<file path="src/rtl/custom_result_stage.sv">
// In-order result buffer driving the CV-X-IF result channel; kills mark entries for silent drop.
// Optional same-cycle bypass when empty: define CUSTOM_RESULT_BYPASS_EN.
module custom_result_stage #(
    parameter int DEPTH      = 4,
    parameter int X_ID_WIDTH = 4
) (
    input  logic                  clk_i,
    input  logic                  rst_ni,
    input  logic                  ex_valid_i,
    output logic                  ex_ready_o,
    input  logic [31:0]           ex_data_i,
    input  logic [4:0]            ex_rd_i,
    input  logic [X_ID_WIDTH-1:0] ex_id_i,
    input  logic                  ex_we_i,
    input  logic                  commit_valid_i,
    input  logic [X_ID_WIDTH-1:0] commit_id_i,
    input  logic                  commit_kill_i,
    output logic                  result_valid_o,
    input  logic                  result_ready_i,
    output logic [31:0]           result_data_o,
    output logic [4:0]            result_rd_o,
    output logic [X_ID_WIDTH-1:0] result_id_o,
    output logic                  result_we_o
);
    localparam int PTR_W = $clog2(DEPTH);
    localparam int CNT_W = PTR_W + 1;

    logic [31:0]           data_q   [DEPTH];
    logic [4:0]            rd_q     [DEPTH];
    logic [X_ID_WIDTH-1:0] id_q     [DEPTH];
    logic                  we_q     [DEPTH];
    logic [DEPTH-1:0]      killed_q;
    logic [PTR_W-1:0]      rptr_q, rptr_d;
    logic [PTR_W-1:0]      wptr_q, wptr_d;
    logic [CNT_W-1:0]      count_q, count_d;

    logic             empty;
    logic             kill_req;
    logic             inc_kill;
    logic             fifo_valid;
    logic             push;
    logic             write;
    logic             pop;
    logic             byp_valid;
    logic             byp_drop;
    logic [DEPTH-1:0] kill_hit;

    assign empty      = (count_q == '0);
    assign ex_ready_o = (count_q != CNT_W'(DEPTH));
    assign kill_req   = commit_valid_i && commit_kill_i;
    assign inc_kill   = kill_req && (commit_id_i == ex_id_i);
    assign fifo_valid = !empty && !killed_q[rptr_q];
    assign push       = ex_valid_i && ex_ready_o;

`ifdef CUSTOM_RESULT_BYPASS_EN
    assign byp_valid = empty && ex_valid_i && !inc_kill;
    assign byp_drop  = empty && inc_kill;
`else
    assign byp_valid = 1'b0;
    assign byp_drop  = 1'b0;
`endif

    // A bypassed result that the core takes immediately never occupies a slot.
    assign write = push && !byp_drop && !(byp_valid && result_ready_i);
    // Killed heads are dropped without a handshake, costing one bubble.
    assign pop   = (fifo_valid && result_ready_i) || (!empty && killed_q[rptr_q]);

    always_comb begin
        for (int i = 0; i < DEPTH; i++) begin
            kill_hit[i] = kill_req && (id_q[i] == commit_id_i)
                          && !(fifo_valid && (PTR_W'(i) == rptr_q));
        end
    end

    always_comb begin
        rptr_d  = rptr_q;
        wptr_d  = wptr_q;
        count_d = count_q;
        if (write) wptr_d = wptr_q + PTR_W'(1);
        if (pop)   rptr_d = rptr_q + PTR_W'(1);
        case ({write, pop})
            2'b10:   count_d = count_q + CNT_W'(1);
            2'b01:   count_d = count_q - CNT_W'(1);
            default: count_d = count_q;
        endcase
    end

    always_comb begin
        result_valid_o = 1'b0;
        result_data_o  = '0;
        result_rd_o    = '0;
        result_id_o    = '0;
        result_we_o    = 1'b0;
        if (fifo_valid) begin
            result_valid_o = 1'b1;
            result_data_o  = data_q[rptr_q];
            result_rd_o    = rd_q[rptr_q];
            result_id_o    = id_q[rptr_q];
            result_we_o    = we_q[rptr_q];
        end else if (byp_valid) begin
            result_valid_o = 1'b1;
            result_data_o  = ex_data_i;
            result_rd_o    = ex_rd_i;
            result_id_o    = ex_id_i;
            result_we_o    = ex_we_i;
        end
    end

    always_ff @(posedge clk_i or negedge rst_ni) begin
        if (!rst_ni) begin
            rptr_q   <= '0;
            wptr_q   <= '0;
            count_q  <= '0;
            killed_q <= '0;
            for (int i = 0; i < DEPTH; i++) begin
                data_q[i] <= '0;
                rd_q[i]   <= '0;
                id_q[i]   <= '0;
                we_q[i]   <= 1'b0;
            end
        end else begin
            rptr_q  <= rptr_d;
            wptr_q  <= wptr_d;
            count_q <= count_d;
            for (int i = 0; i < DEPTH; i++) begin
                if (write && (PTR_W'(i) == wptr_q)) begin
                    data_q[i]   <= ex_data_i;
                    rd_q[i]     <= ex_rd_i;
                    id_q[i]     <= ex_id_i;
                    we_q[i]     <= ex_we_i;
                    killed_q[i] <= inc_kill;
                end else if (kill_hit[i]) begin
                    killed_q[i] <= 1'b1;
                end
            end
        end
    end
endmodule

</file>
<file path="config.mk">
export PLATFORM = sky130hd
export DESIGN_NAME = custom_result_stage
export DESIGN_NICKNAME = d
export VERILOG_FILES = /design/src/rtl/custom_result_stage.sv
export SDC_FILE = /design/constraint.sdc
export NUM_CORES = 1
export LEC_CHECK = 0
export BUFFER_PORTS_ARGS = -buffer_cell sky130_fd_sc_hd__buf_2
export CAP_MARGIN = 20
export CORE_AREA = 2 2 134 136
export CTS_CLUSTER_SIZE = 25
export DETAILED_ROUTE_END_ITERATION = 8
export DIE_AREA = 0 0 136 138
export PLACE_DENSITY = 0.68
export SLEW_MARGIN = 20
export SYNTH_ARGS = -nofsm -noshare
export SYNTH_HDL_FRONTEND = slang
export SYNTH_SLANG_ARGS = --single-unit
</file>
<file path="constraint.sdc">
create_clock -name clk_i -period 3.4 [get_ports clk_i]
set_input_delay 0.17 -clock clk_i [delete_from_list [all_inputs] [get_ports clk_i]]
set_output_delay 0.17 -clock clk_i [all_outputs]
set_load 0.02 [all_outputs]
</file>
### After elaboration in Yosys (flattened, before gate mapping)

Index checks and enable logic that the tools add are counted.

* output and inout port bits: 44
* word-level logic and storage cells: 109
* memories kept: 0
* bits in writable memories: 0
* bits in latches: 0
* register bits after elaboration: 179
* bits of input ports: 52
* ROM bits: 0

* divide/modulo/power cells: 0
* bitwise operators: 1
* equality and inequality tests: 14
* shift-type cells: 0
* $mul: 0
* magnitude comparators: 2
* mux-type cells: 28
* reductions and logical operators: 37
* add/subtract/negate cells: 4

Operators with widths (number)
* 2-to-1 mux 32 bit: 3
* binary-select mux 32 bit (select 2 bit): 1
* logical AND 1 bit: 22
* == test 4 bit: 5
* 2-to-1 mux 5 bit: 3
* 2-to-1 mux 1 bit: 13
* 2-to-1 mux 4 bit: 3
* binary-select mux 5 bit (select 2 bit): 1
* nonzero test 2 bit: 5
* binary-select mux 4 bit (select 2 bit): 1
* == test 2 bit (first input constant): 4
* zero test 1 bit: 6
* case mux 3 bit (2 select lines): 1
* adder 2 x 1 -> 2 bit (second input constant): 2
* binary-select mux 1 bit (select 2 bit): 2
* == test 1 x 2 -> 1 bit (first input constant): 2
* zero test 2 bit: 2
* adder 3 x 1 -> 3 bit (second input constant): 1
* greater-or-equal comparator 3 bit (second input constant): 1
* zero test 3 bit: 1
* less-than comparator 2 x 3 -> 1 bit (second input constant): 1
* != test 3 bit (second input constant): 1
* NOT 2 -> 3 bit: 1
* subtractor 3 x 1 -> 3 bit (second input constant): 1
* other kinds (3): 3

### Longest topological paths before layout

Gate-level depths: netlist of the first run.

* word-level depth: 9
* mapped depth: 10
* mapped depth without buffers: 9

### Worst setup path before layout of the first run

No wires, ideal clock.

* path kind: reg2reg
* start point: register rptr_q[0]
* end point: register count_q[1]
* buffers on the path: 1
* slack: 1211 ps
* data required time: 3317 ps
* stages on the path, launching flop included: 9
* arrival time: 2107 ps
* path through: dfrtp_1 -> buf_6 -> mux4_2 -> o21bai_1 -> inv_1 -> ha_1 -> inv_1 -> fa_1 -> o21ai_0

* longest elaborated chain between the ends: 8
* elaborated cells between the ends (all ways): 11
* those cells by class: 2 x eq/ne; 3 x mux; 6 x reduce/logical

Ends and longest elaborated chain
* from (decl): line 33 `logic [PTR_W-1:0] rptr_q, rptr_d;`
* from (signal assigned): line 122 `rptr_q <= rptr_d;`
* binary-select mux 1 bit (select 2 bit) (*): line 52, 66
* 2-to-1 mux 1 bit (implied by the code) (*): line 52, 66
* zero test 1 bit: line 52 `assign fifo_valid = !empty && !killed_q[rptr_q];`
* logical AND 1 bit: line 52
* logical AND 1 bit: line 66 `assign pop = (fifo_valid && result_ready_i) || (!empty && killed_q[rptr_q]);`
* logical OR 1 bit (*): line 66
* via pop: line 43 `logic pop;`
* == test 2 x 1 -> 1 bit or == test 2 bit (tied branches): line 81 `case ({write, pop})`
* case mux 3 bit (2 select lines) or nonzero test 2 bit (tied branches)
* to (signal assigned): line 124 `count_q <= count_d;`
* to (decl): line 35 `logic [CNT_W-1:0] count_q, count_d;`

Mark *: on every way through the listed nets, which the timed path passes. The rest lies on a longest branch. The select of a mux whose other input is x is not followed.
A chain may end at the register's enable or synchronous reset.

### Worst setup path after layout of the first run

* start point: register rptr_q[0]
* end point: output result_data_o[14]

* longest elaborated chain between the ends: 5
* elaborated cells between the ends (all ways): 9
* those cells by class: 6 x mux; 1 x bitwise; 2 x reduce/logical

Ends and longest elaborated chain
* NOT 2 -> 3 bit (implied by the code) or binary-select mux 1 bit (select 2 bit) (tied branches): line 96, 52
* binary-select mux 32 bit (select 2 bit) or 2-to-1 mux 1 bit (tied branches): line 96, 52
* 2-to-1 mux 32 bit (implied by the code) or zero test 1 bit (tied branches): line 96, 52
* 2-to-1 mux 32 bit (implied by the code) or logical AND 1 bit (tied branches): line 96, 52
* 2-to-1 mux 32 bit (*): line 94 `if (fifo_valid) begin`
* to (decl): line 20 `output logic [31:0] result_data_o,`

Mark *: on every way between the ends. The rest lies on a longest branch, timed or not. The select of a mux whose other input is x is not followed.

==> run_results.csv, run 1 <==
group,metric,value,unit
timing,finalCritPeriodShare,0.809,
layout,final_util,0.557,
route,wl_per_cell,20.2,um
route,wirelength,17800,um
global_routing,grt_max_degree,92,
setup_path,cp.arrival,2580,ps
cts,cts_tree,"done",
layout,n_fill_cell,1472,
layout,multiInputGateArea,0.00371,mm2
synthesis,synth_seq_cells,179,
route,drt-vias-per-instance,5.51,
route,antenna_left,0,
floorplanning,die_area,0.0188,mm2
timing,worstMarginPinSlew,940,ps
synthesis,synth_area,0.00839,mm2
outcome,status,"complete, no violations",
synthesis,ys_types,25,
job,maxCapViolations,0,
place,portBuffers,95,
route,top_layer_used,"met5",
floorplanning,start_util,0.478,
route,drc_errors,0,
route,drt-met1-wl,7800,um
setup_path,cp-end-kind,"output pin",
layout,final_common_cell,"dfrtp_1",
setup_path,critical_path.max_stage_delay,740,ps
route,route.met3.wl,732,um
route,vias,4868,
global_routing,track_usage,0.201,
cts,h-tree-depth,4,
global_routing,antenna_found_initial,2,
timing,setup_viol,0,
timing,period_needed,2750,ps
route,drtPass1Iterations,4,
synthesis,avgSynthCellArea,15.3,um2
layout,drive_gt1_frac,0.548,
synthesis,synth_warnings,0,
global_routing,grt_pass1_vias,5399,
cts,clk_path_buf_depth,2,
power,power.density,1130,mW/mm2
synthesis,synth_cells,547,
layout,n_antenna_cell,0,
place,gp_congestion,0.784,
setup_path,worstSetupStartpointType,"register",
route,drtIter0Drc,165,
floorplanning,core,0.0175,mm2
setup_path,worstPathMaxFanout,46,
min_path,hold_path_class,"in2reg",
layout,regArea,0.00448,mm2
floorplanning,die_x,136,um
route,wl_met2,9110,um
timing,clock-skew-final,11.6,ps
cts,clkTransAtPathRegs,70,ps
layout,nets,704,
timing,rsz0062_at_grt,"false",
cts,numCtsBuffers,17,
timing,tns,0,ps
synthesis,ys_seq_area_frac,0.534,
timing,drv_slew,0,
timing,fmax,364,MHz
floorplanning,ioPinCount,96,
global_routing,grt-ovfl-total,0,
power,ir_worst_vdd,0.000596,V
cts,root_buffer,"clkbuf_16",
timing,relSlewSlack,0.373,
synthesis,synth_fp_nets,609,
setup_path,worstPathCellList,"buf_4, mux4_2, and2_1, buf_2",
layout,final_cell_mix,"dfrtp_1 (177), mux2_2 (169), buf_2 (94), mux4_2 (43), and2_1 (42)",
cts,clock-sinks,179,
setup_path,cpMaxStageDelayCell,"buf_4",
power,leakagePower,4.28,nW
timing,hold_violations,0,
cts,hold_buffers,4,
cts,post_cts_resize_count,0,
setup_path,crit_type,"reg2out",
place,dp_hpwl,11500,um
floorplanning,die_h,138,um
floorplanning,fp-row-count,49,
setup_path,cp.required,3230,ps
cts,insertion_delay,430,ps
global_routing,grt_pass1_wl,28800,um
cts,postCtsSetupRepairBufs,0,
layout,syn2layout_area_growth,16.5,%
metal layers:
metal  GRT usage  vias up
met2       0.340       88
met1       0.259     2575
met3      0.0513       16
met5           0        -
met4      0.0499        4
li1            -     2185
power breakdown:
| part | total (mW) | switching [mW] | internal [mW] | leakage (nW) |
|---|---|---|---|---|
| Clock | 2.01 | 0.841 | 1.17 | 0.287 |
| Sequential | 3.83 | 0.584 | 3.24 | 2.12 |
| Combinational | 5.21 | 2.51 | 2.70 | 1.87 |
sequential cells by signal, indices dropped and copies added, names as in the netlist:
name      count
we_q          4
data_q      128
rd_q         20
count_q       3
id_q         16
killed_q      4
rptr_q        2
wptr_q        2
final timing paths:
check	from	to	slack, ps	depth (start not counted)
worst max-delay path	rptr_q[0]	result_data_o[14]	650	4
worst min-delay path	ex_data_i[11]	data_q[107]	20	2
worst max register to register	rptr_q[0]	count_q[1]	1040	7
worst min register to register	data_q[43]	data_q[43]	500	1
max in group asynchronous	rst_ni	data_q[110]	2090	3
min in group asynchronous	rst_ni	data_q[99]	380	2
stage by stage:
step	std cells	instance area, um2	power, mW	hold slack, ps	worst slack (ps)
after floorplan	547	8390	7.61	-126	1210
after global placement	848	9120	8.92	282	1070
after detailed placement	848	9120	9.17	294	1040
after CTS	884	9770	11.2	2.49	576
after global routing	884	9770	11.7	5.74	466
final	884	9770	11.0	16.3	651
cell type report:
| class | count | area share |
|---|---|---|
| tap | 229 | 0.0293 |
| multi-input combinational | 323 | 0.380 |
| clock buffer | 18 | 0.0439 |
| clock inverter | 14 | 0.0183 |
| sequential | 179 | 0.459 |
| inverter | 9 | 0.00346 |
| timing repair buffer | 112 | 0.0660 |
logic make-up after synthesis:
kind of cell,after synthesis,synth area share
muxes,212,0.342
DFF,179,0.534
buffers and inverters,45,0.0257
AOI/OAI and AO/OA,16,0.0154
adders and majority gates,10,0.0158
xor gates and xnor gates,25,0.0261
and+or+nand+nor,60,0.0404
worst max-delay path, delay by kind of cell (launching register included):
kind | cells | cell delay (ps)
AND/OR/NAND/NOR | 1 | 200
buffers and inverters | 2 | 910
flip-flops | 1 | 410
multiplexers | 1 | 610
cell usage after synthesis:
library cell	instances	share of area
o21ai_0	2	0.0012
ha_1	9	0.013
nor3_1	1	0.00060
a32oi_1	4	0.0042
inv_1	9	0.0040
nor2_1	4	0.0018
o21bai_1	1	0.00090
nand3_1	4	0.0024
dfrtp_1	179	0.53
buf_1	1	0.00045
mux4_2	43	0.12
mux2_2	169	0.23
a21boi_2	1	0.0013
clkbuf_2	3	0.0018
fa_1	1	0.0024
nand2_1	8	0.0036
and2_1	42	0.031
xnor2_1	18	0.019
clkbuf_1	8	0.0036
buf_6	2	0.0027
a21oi_1	4	0.0024
xor2_1	7	0.0073
buf_2	22	0.013
nand4_1	1	0.00075
a2111o_1	4	0.0054
(Power assumes the default switching activity.)
==> run 2, diff against run 1 <==
- PLACE_DENSITY: 0.68 -> 0.71
- clock period: 3.4 -> 2.3 ns (I/O delays scaled with it)
==> run_results.csv, run 2 (synthesized netlist as in run 1, its figures left out) <==
group,metric,value,unit
layout,syn2layout_area_growth,24.0,%
cts,numCtsBuffers,17,
timing,worstMarginPinSlew,480,ps
setup_path,cp_num_buf_inv,3,
cts,cts_tree,"done",
global_routing,grt_max_degree,86,
timing,hold_violations,0,
setup_path,critPathTopFamily,"multiplexers",
power,p_switching,5.92,mW
job,maxCapViolations,0,
timing,relSlewSlack,0.677,
floorplanning,die_h,138,um
floorplanning,die_area,0.0188,mm2
layout,nets,753,
timing,period_needed,2270,ps
layout,n_fill_cell,1395,
layout,n_antenna_cell,0,
setup_path,critical_path.max_stage_delay,550,ps
outcome,status,"complete, no violations",
setup_path,timing.rr.start,"rptr_q[0]",
cts,clkTransAtPathRegs,60,ps
floorplanning,ioPinCount,96,
place,gp_congestion,0.824,
setup_path,crit_type,"reg2out",
setup_path,cp.required,2180,ps
layout,drive_gt1_frac,0.527,
global_routing,grt_pass1_wl,29000,um
power,ir_worst_vdd,0.000908,V
layout,largest_reg_flops,128,
power,power,17.1,mW
min_path,hold_path_class,"in2async",
timing,finalCritPeriodShare,0.985,
layout,reg_top3,"data_q x128, rd_q x20, id_q x16",
place,portBuffers,95,
layout,final_cell_mix,"dfrtp_1 (177), mux2_2 (169), buf_2 (84), mux4_2 (43), dlygate4sd3_1 (43)",
timing,hold_ws,139,ps
setup_path,worstSetupStartpointType,"register",
timing,fmax,441,MHz
place,dp_hpwl,11100,um
route,drt-vias-per-instance,5.41,
setup_path,reg2reg_slack,150,ps
route,drtIter0Drc,287,
route,drc_errors,0,
setup_path,cp-startpoint,"rptr_q[0]",
power,leakagePower,4.56,nW
floorplanning,start_util,0.478,
power,swShare,0.347,
route,wl_per_cell,19.4,um
route,vias,5043,
cts,root_buffer,"clkbuf_16",
power,power.density,1640,mW/mm2
timing,clock-skew-final,11.1,ps
global_routing,antenna_found_initial,0,
power,combPwrFrac,0.486,
setup_path,cpMaxStageDelayCell,"mux4_2",
cts,h-tree-depth,4,
layout,multiInputGateArea,0.00372,mm2
cts,clock-sinks,179,
layout,final_common_cell,"dfrtp_1",
route,antenna_left,0,
power,power.share.clock,0.181,
global_routing,grt-ovfl-total,0,
cts,insertion_delay,430,ps
power,seqPwrFrac,0.333,
power,internal_power,11.1,mW
floorplanning,die_x,136,um
layout,regMostFlops,"data_q",
timing,setup_viol,0,
global_routing,grt_pass1_vias,5517,
layout,regArea,0.00448,mm2
floorplanning,core,0.0175,mm2
route,wirelength,18100,um
setup_path,worstPathCellList,"mux4_2, nor2_4, buf_4, buf_8, and2_1, buf_2",
floorplanning,fp-row-count,49,
global_routing,track_usage,0.202,
timing,drv_slew,0,
route,drtPass1Iterations,4,
cts,clk_path_buf_depth,2,
setup_path,cp-end-kind,"output pin",
setup_path,cp.arrival,2150,ps
setup_path,worstPathMaxFanout,13,
==> run 2: changes by cell type in the layout (fill, tap and decap cells not counted), moves of 3 or more <==
cell and change:
buf_2 -10, dlygate4sd3_1 +39, buf_12 +3, clkinv_4 -4
buf_4 +11
==> run 2: power by group through the flow <==
stage | sequential, mW | combinational [mW] | clock, mW
global route | 5.87 | 8.96 | 3.29
global placement | 5.58 | 7.67 | 0
CTS | 5.67 | 8.13 | 3.14
finish | 5.69 | 8.29 | 3.09
detailed placement | 5.72 | 7.82 | 0
floorplan | 5.38 | 5.87 | 0
==> run 2: area by class of cell <==
class | instances | area share
Sequential cell | 179 | 0.431
Multi-Input combinational cell | 323 | 0.358
Timing Repair Buffer | 161 | 0.120
Clock buffer | 18 | 0.0413
Tap cell | 229 | 0.0276
Clock inverter | 14 | 0.0191
Inverter | 9 | 0.00325
==> run 2: worst reg2reg max path, delay by kind of cell, from the launching register on <==
family / cells / cell delay, ps
adders and majority gates: 2 / 600
DFF: 1 / 450
muxes: 1 / 550
AOI/OAI and AO/OA: 2 / 340
buffers and inverters: 2 / 130
==> run 2: per-layer routing <==
metal,GRT usage,up-vias,share of wire
met2,0.330,99,0.50
met1,0.272,2653,0.45
li1,-,2272,-
met4,0.0609,0,0.013
met5,0,-,0
met3,0.0451,19,0.040
==> run 2: timing repair <==
action                                  in CTS  in global routing
buffers inserted                             4                  1
resized for setup                            7                 12
pin swaps                                    1                  0
endpoints found under the hold margin      259                  0
gates cloned                                 0                  2
hold buffers                                43                  0
endpoints found under the setup margin      36                 37
==> run 2: final timing paths <==
kind                                      to  cells after the start
max in group asynchronous            we_q[2]                      3
setup reg to reg                  count_q[1]                      7
min in group clk_i                 rptr_q[0]                      4
hold reg to reg                   data_q[31]                      1
hold / removal                    data_q[66]                      2
setup / recovery           result_data_o[19]                      6
==> run 2: stage by stage <==
step | setup TNS (ps) | std cells | cell area [um2] | utilization | setup WS (ps)
final | 0 | 933 | 10400 | 0.593 | 34.0
after global routing | -54.3 | 933 | 10400 | 0.593 | -8.77
after CTS | 0 | 930 | 10300 | 0.588 | 2.20
after detailed placement | 0 | 851 | 9190 | 0.524 | 151
after global placement | 0 | 851 | 9190 | 0.524 | 209
after floorplan | 0 | 547 | 8390 | - | 111
